==> config.mk <==
export PLATFORM = sky130hd
export DESIGN_NAME = alu_pipe
export DESIGN_NICKNAME = d
export VERILOG_FILES = /design/src/rtl/alu_pkg.sv /design/src/rtl/alu_core.sv /design/src/rtl/alu_pipe.sv
export SDC_FILE = /design/constraint.sdc
export NUM_CORES = 1
export LEC_CHECK = 0
export BUFFER_PORTS_ARGS = -buffer_cell sky130_fd_sc_hd__buf_2
export CAP_MARGIN = 20
export CORE_ASPECT_RATIO = 0.75
export CORE_MARGIN = 1
export CORE_UTILIZATION = 35
export DETAILED_ROUTE_END_ITERATION = 12
export SETUP_SLACK_MARGIN = 0.4
export SYNTH_ARGS = -nofsm -noshare
export SYNTH_HDL_FRONTEND = slang
export SYNTH_HIERARCHICAL = 1
export SYNTH_SLANG_ARGS = --single-unit
export TNS_END_PERCENT = 10
==> constraint.sdc <==
create_clock -name i_clk -period 3.3 [get_ports i_clk]
set_input_delay 0.495 -clock i_clk [delete_from_list [all_inputs] [get_ports i_clk]]
set_output_delay 0.495 -clock i_clk [all_outputs]
set_load 0.01 [all_outputs]
==> src/rtl/alu_pkg.sv <==
// alu_pkg: shared constants for the pipelined MIPS-funct ALU.
//   - funct opcode codes understood by alu_core
//   - bit positions inside the 5-bit flag vector {illegal, overflow, carry, negative, zero}
// Optional macro ALU_PIPE_SAT_EN: enables OP_ADDS/OP_SUBS in alu_core; without it they decode as illegal.
package alu_pkg;

  localparam logic [5:0] OP_SLL  = 6'b000000;
  localparam logic [5:0] OP_SRL  = 6'b000010;
  localparam logic [5:0] OP_SRA  = 6'b000011;
  localparam logic [5:0] OP_ADD  = 6'b100000;
  localparam logic [5:0] OP_ADDS = 6'b100001;
  localparam logic [5:0] OP_SUB  = 6'b100010;
  localparam logic [5:0] OP_SUBS = 6'b100011;
  localparam logic [5:0] OP_AND  = 6'b100100;
  localparam logic [5:0] OP_OR   = 6'b100101;
  localparam logic [5:0] OP_XOR  = 6'b100110;
  localparam logic [5:0] OP_NOR  = 6'b100111;
  localparam logic [5:0] OP_SLT  = 6'b101010;
  localparam logic [5:0] OP_SLTU = 6'b101011;

  localparam int FLAG_ZERO    = 0;
  localparam int FLAG_NEG     = 1;
  localparam int FLAG_CARRY   = 2;
  localparam int FLAG_OVF     = 3;
  localparam int FLAG_ILLEGAL = 4;
  localparam int FLAGS_W      = 5;

endpackage

==> src/rtl/alu_core.sv <==
// alu_core: purely combinational N_BITS-wide ALU, result plus status flags.
// Ports:
//   i_a, i_b  : operands (low SHAMT_BITS of i_b are the shift amount)
//   i_op      : 6-bit funct opcode
//   o_res     : result (forced to 0 for an unknown opcode)
//   o_flags   : {illegal, overflow, carry, negative, zero}
// Macro ALU_PIPE_SAT_EN: adds signed saturating ADDS/SUBS; otherwise those codes are illegal.
module alu_core import alu_pkg::*; #(
  parameter int N_BITS     = 8,
  parameter int SHAMT_BITS = $clog2(N_BITS)
) (
  input  logic [N_BITS-1:0]  i_a,
  input  logic [N_BITS-1:0]  i_b,
  input  logic [5:0]         i_op,
  output logic [N_BITS-1:0]  o_res,
  output logic [FLAGS_W-1:0] o_flags
);

  localparam int MSB = N_BITS - 1;

  logic signed [N_BITS-1:0] a_s;
  logic signed [N_BITS-1:0] b_s;
  logic [N_BITS:0]          sum;
  logic [N_BITS:0]          diff;
  logic [SHAMT_BITS-1:0]    shamt;
  logic                     add_ovf;
  logic                     sub_ovf;
  logic [N_BITS-1:0]        res;
  logic                     carry;
  logic                     ovf;
  logic                     illegal;

  assign a_s   = i_a;
  assign b_s   = i_b;
  assign sum   = {1'b0, i_a} + {1'b0, i_b};
  // Top bit of the extended difference is the unsigned borrow (A < B).
  assign diff  = {1'b0, i_a} - {1'b0, i_b};
  assign shamt = i_b[SHAMT_BITS-1:0];

  assign add_ovf = (i_a[MSB] == i_b[MSB]) && (sum[MSB]  != i_a[MSB]);
  assign sub_ovf = (i_a[MSB] != i_b[MSB]) && (diff[MSB] != i_a[MSB]);

`ifdef ALU_PIPE_SAT_EN
  // On signed overflow the true result has the sign of A, so A's sign picks the rail.
  function automatic logic [N_BITS-1:0] sat_clamp(input logic neg_rail);
    return neg_rail ? {1'b1, {(N_BITS-1){1'b0}}} : {1'b0, {(N_BITS-1){1'b1}}};
  endfunction
`endif

  always_comb begin
    res     = '0;
    carry   = 1'b0;
    ovf     = 1'b0;
    illegal = 1'b0;
    case (i_op)
      OP_ADD:  begin res = sum[N_BITS-1:0];  carry = sum[N_BITS];  ovf = add_ovf; end
      OP_SUB:  begin res = diff[N_BITS-1:0]; carry = diff[N_BITS]; ovf = sub_ovf; end
      OP_AND:  res = i_a & i_b;
      OP_OR:   res = i_a | i_b;
      OP_XOR:  res = i_a ^ i_b;
      OP_NOR:  res = ~(i_a | i_b);
      OP_SLL:  res = i_a << shamt;
      OP_SRL:  res = i_a >> shamt;
      OP_SRA:  res = a_s >>> shamt;
      OP_SLT:  res = {{(N_BITS-1){1'b0}}, (a_s < b_s)};
      OP_SLTU: res = {{(N_BITS-1){1'b0}}, (i_a < i_b)};
`ifdef ALU_PIPE_SAT_EN
      OP_ADDS: begin
        res = add_ovf ? sat_clamp(i_a[MSB]) : sum[N_BITS-1:0];
        ovf = add_ovf;
      end
      OP_SUBS: begin
        res = sub_ovf ? sat_clamp(i_a[MSB]) : diff[N_BITS-1:0];
        ovf = sub_ovf;
      end
`else
      OP_ADDS, OP_SUBS: illegal = 1'b1;
`endif
      default: illegal = 1'b1;
    endcase
  end

  always_comb begin
    o_res                 = res;
    o_flags               = '0;
    o_flags[FLAG_ZERO]    = (res == '0);
    o_flags[FLAG_NEG]     = res[MSB];
    o_flags[FLAG_CARRY]   = carry;
    o_flags[FLAG_OVF]     = ovf;
    o_flags[FLAG_ILLEGAL] = illegal;
  end

endmodule

==> src/rtl/alu_pipe.sv <==
// alu_pipe: pipelined ALU with valid/ready on both sides.
// Ports:
//   i_clk, i_reset         : clock (rising edge), asynchronous active-high reset
//   i_valid / o_ready      : upstream handshake carrying i_dato_A, i_dato_B, i_operacion
//   o_valid / i_ready      : downstream handshake carrying o_alu, o_flags
//   o_flags                : {illegal, overflow, carry, negative, zero}
// Latency is PIPE_STAGES cycles with no backpressure; one op per cycle throughput.
// Macro ALU_PIPE_SAT_EN: enables saturating ADDS/SUBS in alu_core.
module alu_pipe import alu_pkg::*; #(
  parameter int N_BITS      = 8,
  parameter int PIPE_STAGES = 2,
  parameter int SHAMT_BITS  = $clog2(N_BITS)
) (
  input  logic               i_clk,
  input  logic               i_reset,
  input  logic               i_valid,
  output logic               o_ready,
  input  logic [N_BITS-1:0]  i_dato_A,
  input  logic [N_BITS-1:0]  i_dato_B,
  input  logic [5:0]         i_operacion,
  output logic               o_valid,
  input  logic               i_ready,
  output logic [N_BITS-1:0]  o_alu,
  output logic [FLAGS_W-1:0] o_flags
);

  localparam int LAST = PIPE_STAGES - 1;

  logic [N_BITS-1:0]  core_res;
  logic [FLAGS_W-1:0] core_flags;

  alu_core #(
    .N_BITS     (N_BITS),
    .SHAMT_BITS (SHAMT_BITS)
  ) u_core (
    .i_a     (i_dato_A),
    .i_b     (i_dato_B),
    .i_op    (i_operacion),
    .o_res   (core_res),
    .o_flags (core_flags)
  );

  logic [PIPE_STAGES-1:0]              vld_q, vld_d, load;
  logic [PIPE_STAGES-1:0][N_BITS-1:0]  res_q, res_d;
  logic [PIPE_STAGES-1:0][FLAGS_W-1:0] flg_q, flg_d;

  // A stage may load when empty or when the stage ahead of it moves on;
  // the chain ripples back from the output so a full pipe still streams
  // when the consumer takes a result in the same cycle.
  always_comb begin
    logic chain;
    chain      = ~vld_q[LAST] | i_ready;
    load       = '0;
    load[LAST] = chain;
    for (int k = LAST - 1; k >= 0; k--) begin
      chain   = ~vld_q[k] | chain;
      load[k] = chain;
    end
  end

  always_comb begin
    vld_d = vld_q;
    res_d = res_q;
    flg_d = flg_q;
    // Compute -> stage 0
    if (load[0]) begin
      vld_d[0] = i_valid;
      res_d[0] = core_res;
      flg_d[0] = core_flags;
    end
    // Stage k-1 -> stage k
    for (int k = 1; k < PIPE_STAGES; k++) begin
      if (load[k]) begin
        vld_d[k] = vld_q[k-1];
        res_d[k] = res_q[k-1];
        flg_d[k] = flg_q[k-1];
      end
    end
  end

  always_ff @(posedge i_clk or posedge i_reset) begin
    if (i_reset) begin
      vld_q <= '0;
      res_q <= '0;
      flg_q <= '0;
    end else begin
      vld_q <= vld_d;
      res_q <= res_d;
      flg_q <= flg_d;
    end
  end

  assign o_ready = load[0];
  assign o_valid = vld_q[LAST];
  assign o_alu   = res_q[LAST];
  assign o_flags = flg_q[LAST];

endmodule

# --- Word-level counts from Yosys, hierarchy flattened ---
# Cells that the tools add are included.
classes:
  shifts: 3
  add_sub_neg: 2
  n_reduce_logical: 5
  bitwise: 8
  n_eq_ne: 14
  order_cmp: 2
  n_mux: 4
ops:
  columns: ["cell", "count"]
  rows:
  - ["8-bit case mux with 11 select lines", 1]
  - ["6-bit == test, second input constant", 8]
  - ["8-bit < comparator", 2]
  - ["6-bit by 2-bit == test with 1-bit output, second input constant", 2]
  - ["11-bit OR reduction", 1]
  - ["8-bit by 8-bit adder with 9-bit output", 1]
  - ["8-bit by 8-bit subtractor with 9-bit output", 1]
  - ["8-bit bitwise AND", 1]
  - ["8-bit zero test", 1]
  - ["8-bit inverter", 1]
  - ["8-bit bitwise OR", 1]
  - ["8-bit by 3-bit left shift with 8-bit output", 1]
  - ["8-bit by 3-bit >> shifter with 8-bit output", 1]
  - ["8-bit by 3-bit >>> shifter with 8-bit output", 1]
  - ["8-bit XOR", 1]
  - ["6-bit zero test", 1]
  - ["1-bit case mux with 2 select lines", 2]
  - ["1-bit inequality test", 3]
  - ["1-bit logical AND", 2]
  - ["1-bit inverter", 2]
  - ["1-bit bitwise OR", 2]
  - ["1-bit == test", 1]
  - ["1-bit 2-to-1 mux", 1]
totals:
  out_inout_bits: 15
  inputBits: 26
  reg_bits: 28
  word_cells: 44

# --- Depth between registers and ports, before layout ---
# Gate-level depths: netlist of the first run.
logic_depth:
  ltp_word: 4
  mapped_depth: 13
  mapped_depth_nobuf: 11

# --- By module ---
# Netlist of the first run, hierarchy kept.
by_module_without_submodules:
  columns: ["module", "instances", "area_each_um2", "seq_area_each_um2", "cells_per_inst"]
  rows:
  - ["alu_core", 1, 1983.2, 0.0, 275]
  - ["alu_pipe", 1, 1188.6, 700.7, 74]

# --- Worst setup path before layout of the first run ---
# Ideal clock, no wire load.
synth_path:
  path_type: "in2reg"
  start: "input port i_dato_B[2]"
  end: "register flg_q[0] (netlist name)"
  path_buffers: 2
  required_ps: 3175
  arrival_time_ps: 2702
  setup_time_ps: 125
  setup_slack_ps: 473
  cell_stages: 12
  cell_sequence: "inv_1 -> buf_4 -> ha_1 -> buf_2 -> nor3_1 -> nor3_1 -> o31ai_1 -> a2111oi_0 -> a21oi_1 -> o41ai_1 -> nor4_2 -> mux2_4"
synth_via:
  word_cells_on_any_way: 13
  classes_between: "2 x add/sub; 2 x order compare; 3 x shift; 1 x mux; 4 x bitwise; 1 x reduce/logical"
synth_rtl:
  columns: ["item", "line", "source"]
  rows:
  - ["start: declaration", "alu_pipe.sv:19", "input logic [N_BITS-1:0] i_dato_B,"]
  - ["8-bit < comparator, or another cell as far along", "alu_core.sv:66", "OP_SLTU: res = {{(N_BITS-1){1'b0}}, (i_a < i_b)};"]
  - ["8-bit case mux with 11 select lines *", "alu_core.sv:55", "case (i_op)"]
  - ["via core_res[0]", "alu_pipe.sv:29", "logic [N_BITS-1:0] core_res;"]
  - ["8-bit zero test *", "alu_core.sv:86", "o_flags[FLAG_ZERO] = (res == '0);"]
  - ["via core_flags[0]", "alu_pipe.sv:30", "logic [FLAGS_W-1:0] core_flags;"]
  - ["end signal: assignment", "alu_pipe.sv:89", "flg_q <= flg_d;"]
  - ["end: declaration", "alu_pipe.sv:45", "logic [PIPE_STAGES-1:0][FLAGS_W-1:0] flg_q, flg_d;"]
# Mark *: on every way through the listed nets, which the timed path passes. The rest lies on a longest branch.
# A chain may end at the register's enable or synchronous reset.

# --- Worst setup path after layout of the first run ---
layout_path:
  start: "input port i_dato_B[1]"
  end: "register flg_q[0] (netlist name)"
layout_via:
  elab_chain_cells: 4
  word_cells_on_any_way: 13
  classes_between: "2 x add/sub; 2 x order compare; 3 x shift; 1 x mux; 4 x bitwise; 1 x reduce/logical"
layout_lines:
  columns: ["item", "line"]
  rows:
  - ["branches (longest 2 deep; another with 8-bit by 8-bit subtractor with 9-bit output)", null]
  - ["8-bit case mux with 11 select lines *", "alu_core.sv:55"]
  - ["8-bit zero test *", "alu_core.sv:86"]
  - ["via core_flags[0]", "alu_pipe.sv:30"]
# Mark *: on every way through the listed nets, which the timed path passes.

==> results of run 1 <==
## repair_timing
action	CTS	global route
endpoints found under the setup margin	1	1
hold endpoints to repair	0	0
pin swaps	0	5
buffers inserted	0	2
resized for setup	1	24
## through the flow
| stage | setup WS (ns) | util (%) |
|---|---|---|
| 6_report | 0.487 | 42.0 |
| 5_1_grt | 0.366 | 42.0 |
| 4_1_cts | 0.403 | 40.4 |
| 3_5_place_dp | 0.0807 | 39.3 |
| 3_3_place_gp | 0.146 | 39.3 |
| 2_1_floorplan | 0.473 | - |
## logic make-up (layout without fill, tap and decap cells)
| group | after synthesis | in the layout | share of synthesized area, % |
|---|---|---|---|
| AO/OA/AOI/OAI | 89 | 89 | 18.9 |
| AND/OR/NAND/NOR | 89 | 89 | 15.6 |
| buffers and inverters | 68 | 95 | 11.3 |
| multiplexers | 46 | 46 | 20.4 |
| flip-flops | 28 | 28 | 22.1 |
| adder cells (fa/ha/maj) | 27 | 27 | 11.1 |
| XOR/XNOR | 2 | 2 | 0.552 |
## worst max-delay path, delay by kind of cell
family | cells | cell delay, ns
muxes | 2 | 0.66
buffers and inverters | 2 | 0.30
AOI/OAI and AO/OA | 3 | 0.67
and+or+nand+nor | 3 | 0.88
## power groups by stage
stage | clock [mW] | combinational [mW] | sequential [mW]
after global routing | 0.308 | 0.466 | 0.409
after global placement | 0 | 0.390 | 0.408
after floorplan | 0 | 0.304 | 0.404
after CTS | 0.297 | 0.394 | 0.404
after detailed placement | 0 | 0.391 | 0.410
final | 0.286 | 0.429 | 0.403
## cells in the mapped netlist, types with 8 or more instances
cell	instances
o21ai_0	15
mux2_4	8
ha_1	25
inv_1	31
buf_4	18
buf_2	11
nand2b_1	8
mux2_2	22
a21oi_1	23
nor2_1	11
nand3_1	8
nor3_1	9
dfrtp_1	28
nand2_1	23
## area by class of cell
class / count / area [µm²] / share of cell area (%)
flip-flops and latches: 28 / 701 / 19.3
well taps: 108 / 135 / 3.72
clock buffers: 4 / 88.8 / 2.45
inverters: 31 / 116 / 3.20
multi-input cells: 253 / 2230 / 61.3
repair buffers: 60 / 363 / 9.99
## layer usage
metal / track usage [%] / vias to the layer above / wire length [µm]
li1: - / 1314 / -
met1: 27.7 / 1317 / 4070
met4: 3.32 / 0 / 70
met5: 0 / - / 0
met2: 26.8 / 126 / 3550
met3: 1.59 / 6 / 650
## flip-flops by register name, summed over array words and instances, names as in the netlist
register	cells
o_alu	8
flg_q	5
res_q	8
vld_q	2
o_flags	5
## how the worst min path moves through the flow
stage	to	cells past startpoint
4_1_cts	vld_q[0]	2
2_1_floorplan	res_q[3]	1
3_5_place_dp	o_alu[0]	1
3_3_place_gp	o_alu[0]	1
5_1_grt	vld_q[0]	2
6_report	res_q[0]	2
==> results.txt, run 1 <==
- FF-to-FF path depth: 2
- Headroom to the max-slew limit came out at 64.1%.
- In this run the remaining antenna-violating nets after routing total 0.
- Overall die area: between 9000 and 10,000 µm²
* Path type of the worst min-delay path: in2async
- The number of antenna diodes in the final layout is 0.
- TritonCTS built the clock tree.
- Tracing the worst setup path back leads to its startpoint at i_dato_B[1].
- CTS built an H-tree with a depth of 1.
- The placed instances occupy a cell area of 3390 µm².
- The critical path goes through clkbuf_4, buf_4, mux4_2, and4_1, a31o_1, a211oi_4, o311ai_1, or4_4, nor4_4, mux2_4.
- Root buffer selected by CTS: clkbuf_16
* Filler Cells Inserted: 884
- After clock tree synthesis, the clock-pin slew on the worst setup and hold paths is 0.06 ns.
* Switching part of the total: between 30% and 40%
* I/O Buffers: 40
- Hold Fails Final Rpt: 0
* Floorplan core area: 8640 µm²
- After synthesis, the mean cell area works out to 9.09 µm².
- Entering global routing, the biggest net connects 29 pins.
- Share of synthesized area occupied by flip-flops and latches: between 20% and 30%
* Count of flip-flops with a built-in enable after synthesis: 0
* Share of cells above drive strength 1: 34.0%
- The final reports fail on design-rule violations.
* Placed Cells incl. Taps: 477
- Dividing the final minimum period by the clock period gives 85.3%.
- Hold-fix buffer count after cts: 0
* Synthesized netlist net count: 402
- Dividing total power by cell area gives a power density of ~310 nW/µm².
- For this configuration, the core starts out at a cell density of 36.7%.
* Clk sinks: 28
- Data required time of the critical path: about 3.5 ns
- The largest individual stage delay along the critical path comes from the cell mux4_2.
* Power after layout: 1.12 mW
- The flow ran to the end, but the final reports show violations.
- Nature of the critical path endpoint: register
* Average vias per placed instance: 5.71
- Comb power frac: 38.4%
- Summed over all nets, the switching power comes to 354 µW.
- At the later pin of the worst-skew pair, clock insertion delay measures around 0.26 ns.
- Maximum capacitance violations: 0
* Setup repair after global routing missed its margin: false
* Share of total power in the clock network: 25.6%
- Post-synth cell types: 65
* Total CTS buffers: 3
- Share of flip-flops with an asynchronous set or reset: 100%
- GRT Resource Usage Total: 17.9%
- 41 I/O pins were placed.
* Element type at the critical path start: input pin
- The synthesized design devotes to its leading area cell type 22.1% of total area.
* Cell Count, Final, Fillers Out: about 480
* Worst hold slack: between 0.2 and 0.3 ns
* Cell internal power dissipation: around 760 µW
- Between clock sinks in the finished design, the worst skew comes to 0.00484 ns.
- Derived from the worst setup path, the maximum achievable clock frequency is 0.355 GHz.
* Synthesized flop and latch total: 28
* Final period demand of the worst path: 2.81 ns
- Highest-count cells in the layout ignoring fill and taps: buf_2, inv_1, dfrtp_1
- Synth top area cells: dfrtp_1, ha_1, mux2_2
- The final layout contains 430 nets.
- Maximum fanout along the worst path: 7
- Sequential cells account for 36.1% of the total power.
* Total via count in the routed design: 2,763
- Routability-driven placement finished with a final weighted congestion of 0.959.
- Capture instance of the worst register-to-register path: o_alu[2]
* Chip height: 84.4 µm
- The area growth from synthesis to layout is 14.5%.
- For this run, the leading register cell type out of synthesis is dfrtp_1.
- The die is 112 µm wide.
- Largest buffer count on any clock path: 2
- Across the VDD grid, the largest voltage drop is 0.191 mV.
- The max-slew violation count came to 0.
- Post-DR wirelength/cell: 17.2 µm
* Finished Cell Area: 3630 µm²
- After detailed routing, the total wire length is 8340 µm.
* Largest stage delay on the critical path: a little under 0.5 ns
* Drt initial violations: 363
* Setup violators final: 0
* Capturing element of the worst setup path: flg_q[0]
- In this run the static leakage power is 1.71 nW.
- Global routing finished with a remaining overflow of 0.
- The number of antenna violations at the first check in global routing was 0.
- First-pass GRT wire length: roughly 14,000 µm
* Flop2flop setup slack: slightly above 2 ns
- HPWL Detailed: 6560 µm
- Counting every instance in the synthesized netlist gives 349.
- Arr. time, crit path: 3.01 ns
- Before antenna repair, the detailed router went through 9 iterations.
* Synth Cell Area: 3170 µm²
- The floorplan has 29 rows.
- DRC: 5
* Setup TNS: 0 ns
- At the pin with the least slew margin, the transition time is 0.531 ns.
- The critical path is of the in2reg type.
- Commonest non-fill, non-tap cell in the layout: buf_2
* Vias in the first global route: 2,586
- Synth warnings: 6
- Most area-hungry cell type in the Yosys netlist: dfrtp_1
* Critical register-to-register path startpoint: vld_q[1]
(Power assumes the default switching activity.)
==> run 2: changes to the inputs <==
RECOVER_POWER = 100   (was default)
SYNTH_HIERARCHICAL = default   (was 1)
==> results.txt, run 2 <==
- The worst setup path is launched from an input pin.
* Number of antenna violations at the first check in global routing: 0
- Result of the run: finished clean
- Once detail routing completed, the nets flagged for antenna violations numbered 0.
* Chip height: 82.5 µm
* Power after layout: 1.01 mW
* Drt initial violations: 256
- Share of synthesized area occupied by flip-flops and latches: 21.5%
- Initial DRT Pass Iterations: 5
- In the synthesized netlist the dominant register cell turns out to be dfrtp_1.
- Worst slack at placement: 0.166 ns
- Compared with the post-synthesis result, the final layout area differs by 10.0%.
- Maximum fanout along the worst path: 17
- Synth warnings: 0
- Mux cell area share after synthesis: between 10% and 20%
* Commonest non-fill, non-tap cell in the layout: dfrtp_1
- Counting every net in the synthesized netlist gives a little under 400.
* Area fraction in compound gates after synthesis: 21.4%
- Remaining global-route overflow: 0
- Setup repair after global routing left no endpoint under its margin.
* Power per cell area: slightly above 300 nW/µm²
* Simple-gate share of the synthesized area: 15.4%
- Share of the cycle needed by the critical path after routing: 87.2%
- CTS tree: built
- The clock passes through at most 2 buffers.
- Number of diodes added for antenna fixing: 0
* Mean cell area of the mapped netlist: 9.01 µm²
- Setup TNS: 0 ns
* H-Tree Level Count: 1
- Post-DR wirelength/cell: around 18 µm
- Clock-pin slew was measured on the worst setup and hold paths at 0.06 ns.
- Arr. time, crit path: 3.04 ns
* Post-synth top area share: 21.5%
- Total CTS buffers: 3
- Path type of the worst min-delay path: in2reg
- Maximum operating frequency: 0.347 GHz
* Root buffer selected by CTS: clkbuf_16
* Slew headroom: 34.4%
- Clk Latency, worst-skew pair: 0.26 ns
- Leaving out fill and tap cells, the most frequent cells in the layout are dfrtp_1, inv_1, ha_1, buf_2, nand2_1.
- At the end of the flow, the number of nets in the layout was ~410.
* Synthesized flop and latch total: 26
- Final setup slack of the worst path: 0.422 ns
- HPWL Detailed: about 6500 µm
* Hold Fails Final Rpt: 0
* Data required time of the critical path: about 3.5 ns
- Nature of the critical path endpoint: register
* Setup violators final: 0
* Ports: 41
* Synth top area cells: dfrtp_1, ha_1, mux4_2
- Maximum capacitance violations: 0
* Leading cell type by number of instances after synthesis: dfrtp_1
- The post-route netlist has 20.3% of its cells at a drive strength greater than 1.
- Counting every instance in the synthesized netlist gives 336.
- Vias in the first global route: 2,408
- The biggest area contributor in the post-synthesis netlist is dfrtp_1.
* Count of pins over their slew limit: 0
- Post-synth cell types: approximately 70
* Std-Cell Rows: 28
* Dominant combinational cell family by area after synthesis: compound AO/OA/AOI/OAI gates
- In this run the horizontal extent of the chip is 109 µm.
- After synthesis, the most frequently instantiated cells are dfrtp_1, ha_1, inv_1.
- Starting Density: 37.2%
* Adder and majority cell fraction of the synthesized area: 11.7%
* Worst hold slack: between 0.4 and 0.5 ns
- Floorplan core area: 8130 µm²
- Xor and xnor area share after synthesis: ~3.8%
- I/O Buffers: 40
- Critical path type: in2reg
- The die covers 9030 µm².
- Entering global routing, the biggest net connects 27 pins.
- DRC: 0
- Count of flip-flops with a built-in enable after synthesis: 0
- First-pass GRT wire length: 12,700 µm
- The worst path needs 2.88 ns of the cycle, external delays included.
- On the final layout, the worst clock skew is ~0.0019 ns.
- The clock drives 26 sinks.
- Summing over every cut layer, the via total after detailed routing is approximately 2.7k.
* Transition time at the pin with the least slew margin: 0.976 ns
- VDD sags by at most 0.195 mV.
* Share of flip-flops with an asynchronous set or reset: 100%
* Average vias per placed instance: 5.73
- Routability congestion estimate: slightly below 0.9
- Total wire length after detailed routing: 8180 µm
* Number of buffers inserted by post-CTS setup repair: 0
- The mapped netlist covers a little over 3000 µm².
- Reported leakage power: 1.48 nW
- GRT Resource Usage Total: between 10% and 20%
==> run 2: cell count changes in the layout (fill, tap and decap cells not counted), moves of 4 or more <==
cell and change:
buf_4 -7, nor2_1 +10, mux2_2 -9, a221oi_1 +4, clkbuf_1 +19, buf_2 -15, inv_1 -6, mux2_4 -8
a21oi_1 -5, mux2i_1 +4, xnor2_1 +9, o21ai_0 -4
==> run 2: per-layer routing <==
layer / part of all wire, % / GRT usage, % / up-vias
li1: - / - / 1267
met1: 51 / 28.6 / 1292
met2: 42 / 27.4 / 101
met3: 7.2 / 2.51 / 6
met4: 0.59 / 2.27 / 0
met5: 0 / 0 / -
==> run 2: worst paths after layout <==
kind / slack (ns) / cells after the start / to / startpoint
hold / removal: 0.42 / 2 / vld_q[0] / i_valid
setup reg to reg: 0.57 / 9 / flg_q[0] / vld_q[1]
min in group asynchronous: 0.46 / 2 / o_flags[0] / i_reset
max in group asynchronous: 2.25 / 2 / vld_q[1] / i_reset
hold reg to reg: 0.45 / 2 / vld_q[1] / vld_q[0]
setup / recovery: 0.42 / 8 / flg_q[0] / i_operacion[0]
==> run 2: metrics by stage <==
stage,utilization [%],instance area (µm²),instances
floorplan,-,3060,336
global placement,40.1,3260,461
detailed placement,40.1,3260,461
CTS,41.2,3350,465
global route,41.0,3330,465
finish,41.0,3330,465
==> run 2: final cells by class <==
cell class	count	area, µm²
well taps	105	131
fillers	831	4800
repair buffers	54	277
multi-input cells	250	2080
flip-flops and latches	26	651
inverters	26	97.6
clock buffers	4	88.8
==> run 2: worst max-delay path, cell delays in order <==
cell and delay (ns):
clkbuf_1 0.66, nor3_1 0.38, o2111a_1 0.27, a211oi_1 0.36, o22ai_1 0.24, nor4_1 0.26, nand4_1 0.14, o31ai_1 0.24
==> run 2: timing repair <==
action	4_1_cts	5_1_grt
endpoints found under the hold margin	0	0
hold buffers	0	0
resized for setup	0	2
endpoints found under the setup margin	0	2
==> run 2: cells by family after synthesis <==
| group | after synthesis |
|---|---|
| and+or+nand+nor | 89 |
| muxes | 34 |
| adders and majority gates | 27 |
| buffers and inverters | 60 |
| xor gates and xnor gates | 13 |
| DFF | 26 |
| AOI/OAI and AO/OA | 87 |
==> run 2: where the power goes <==
part / internal, mW / switching [mW] / total [mW]
clock: 0.185 / 0.103 / 0.289
sequential: 0.343 / 0.0131 / 0.356
combinational: 0.154 / 0.213 / 0.367
total: 0.683 / 0.329 / 1.01
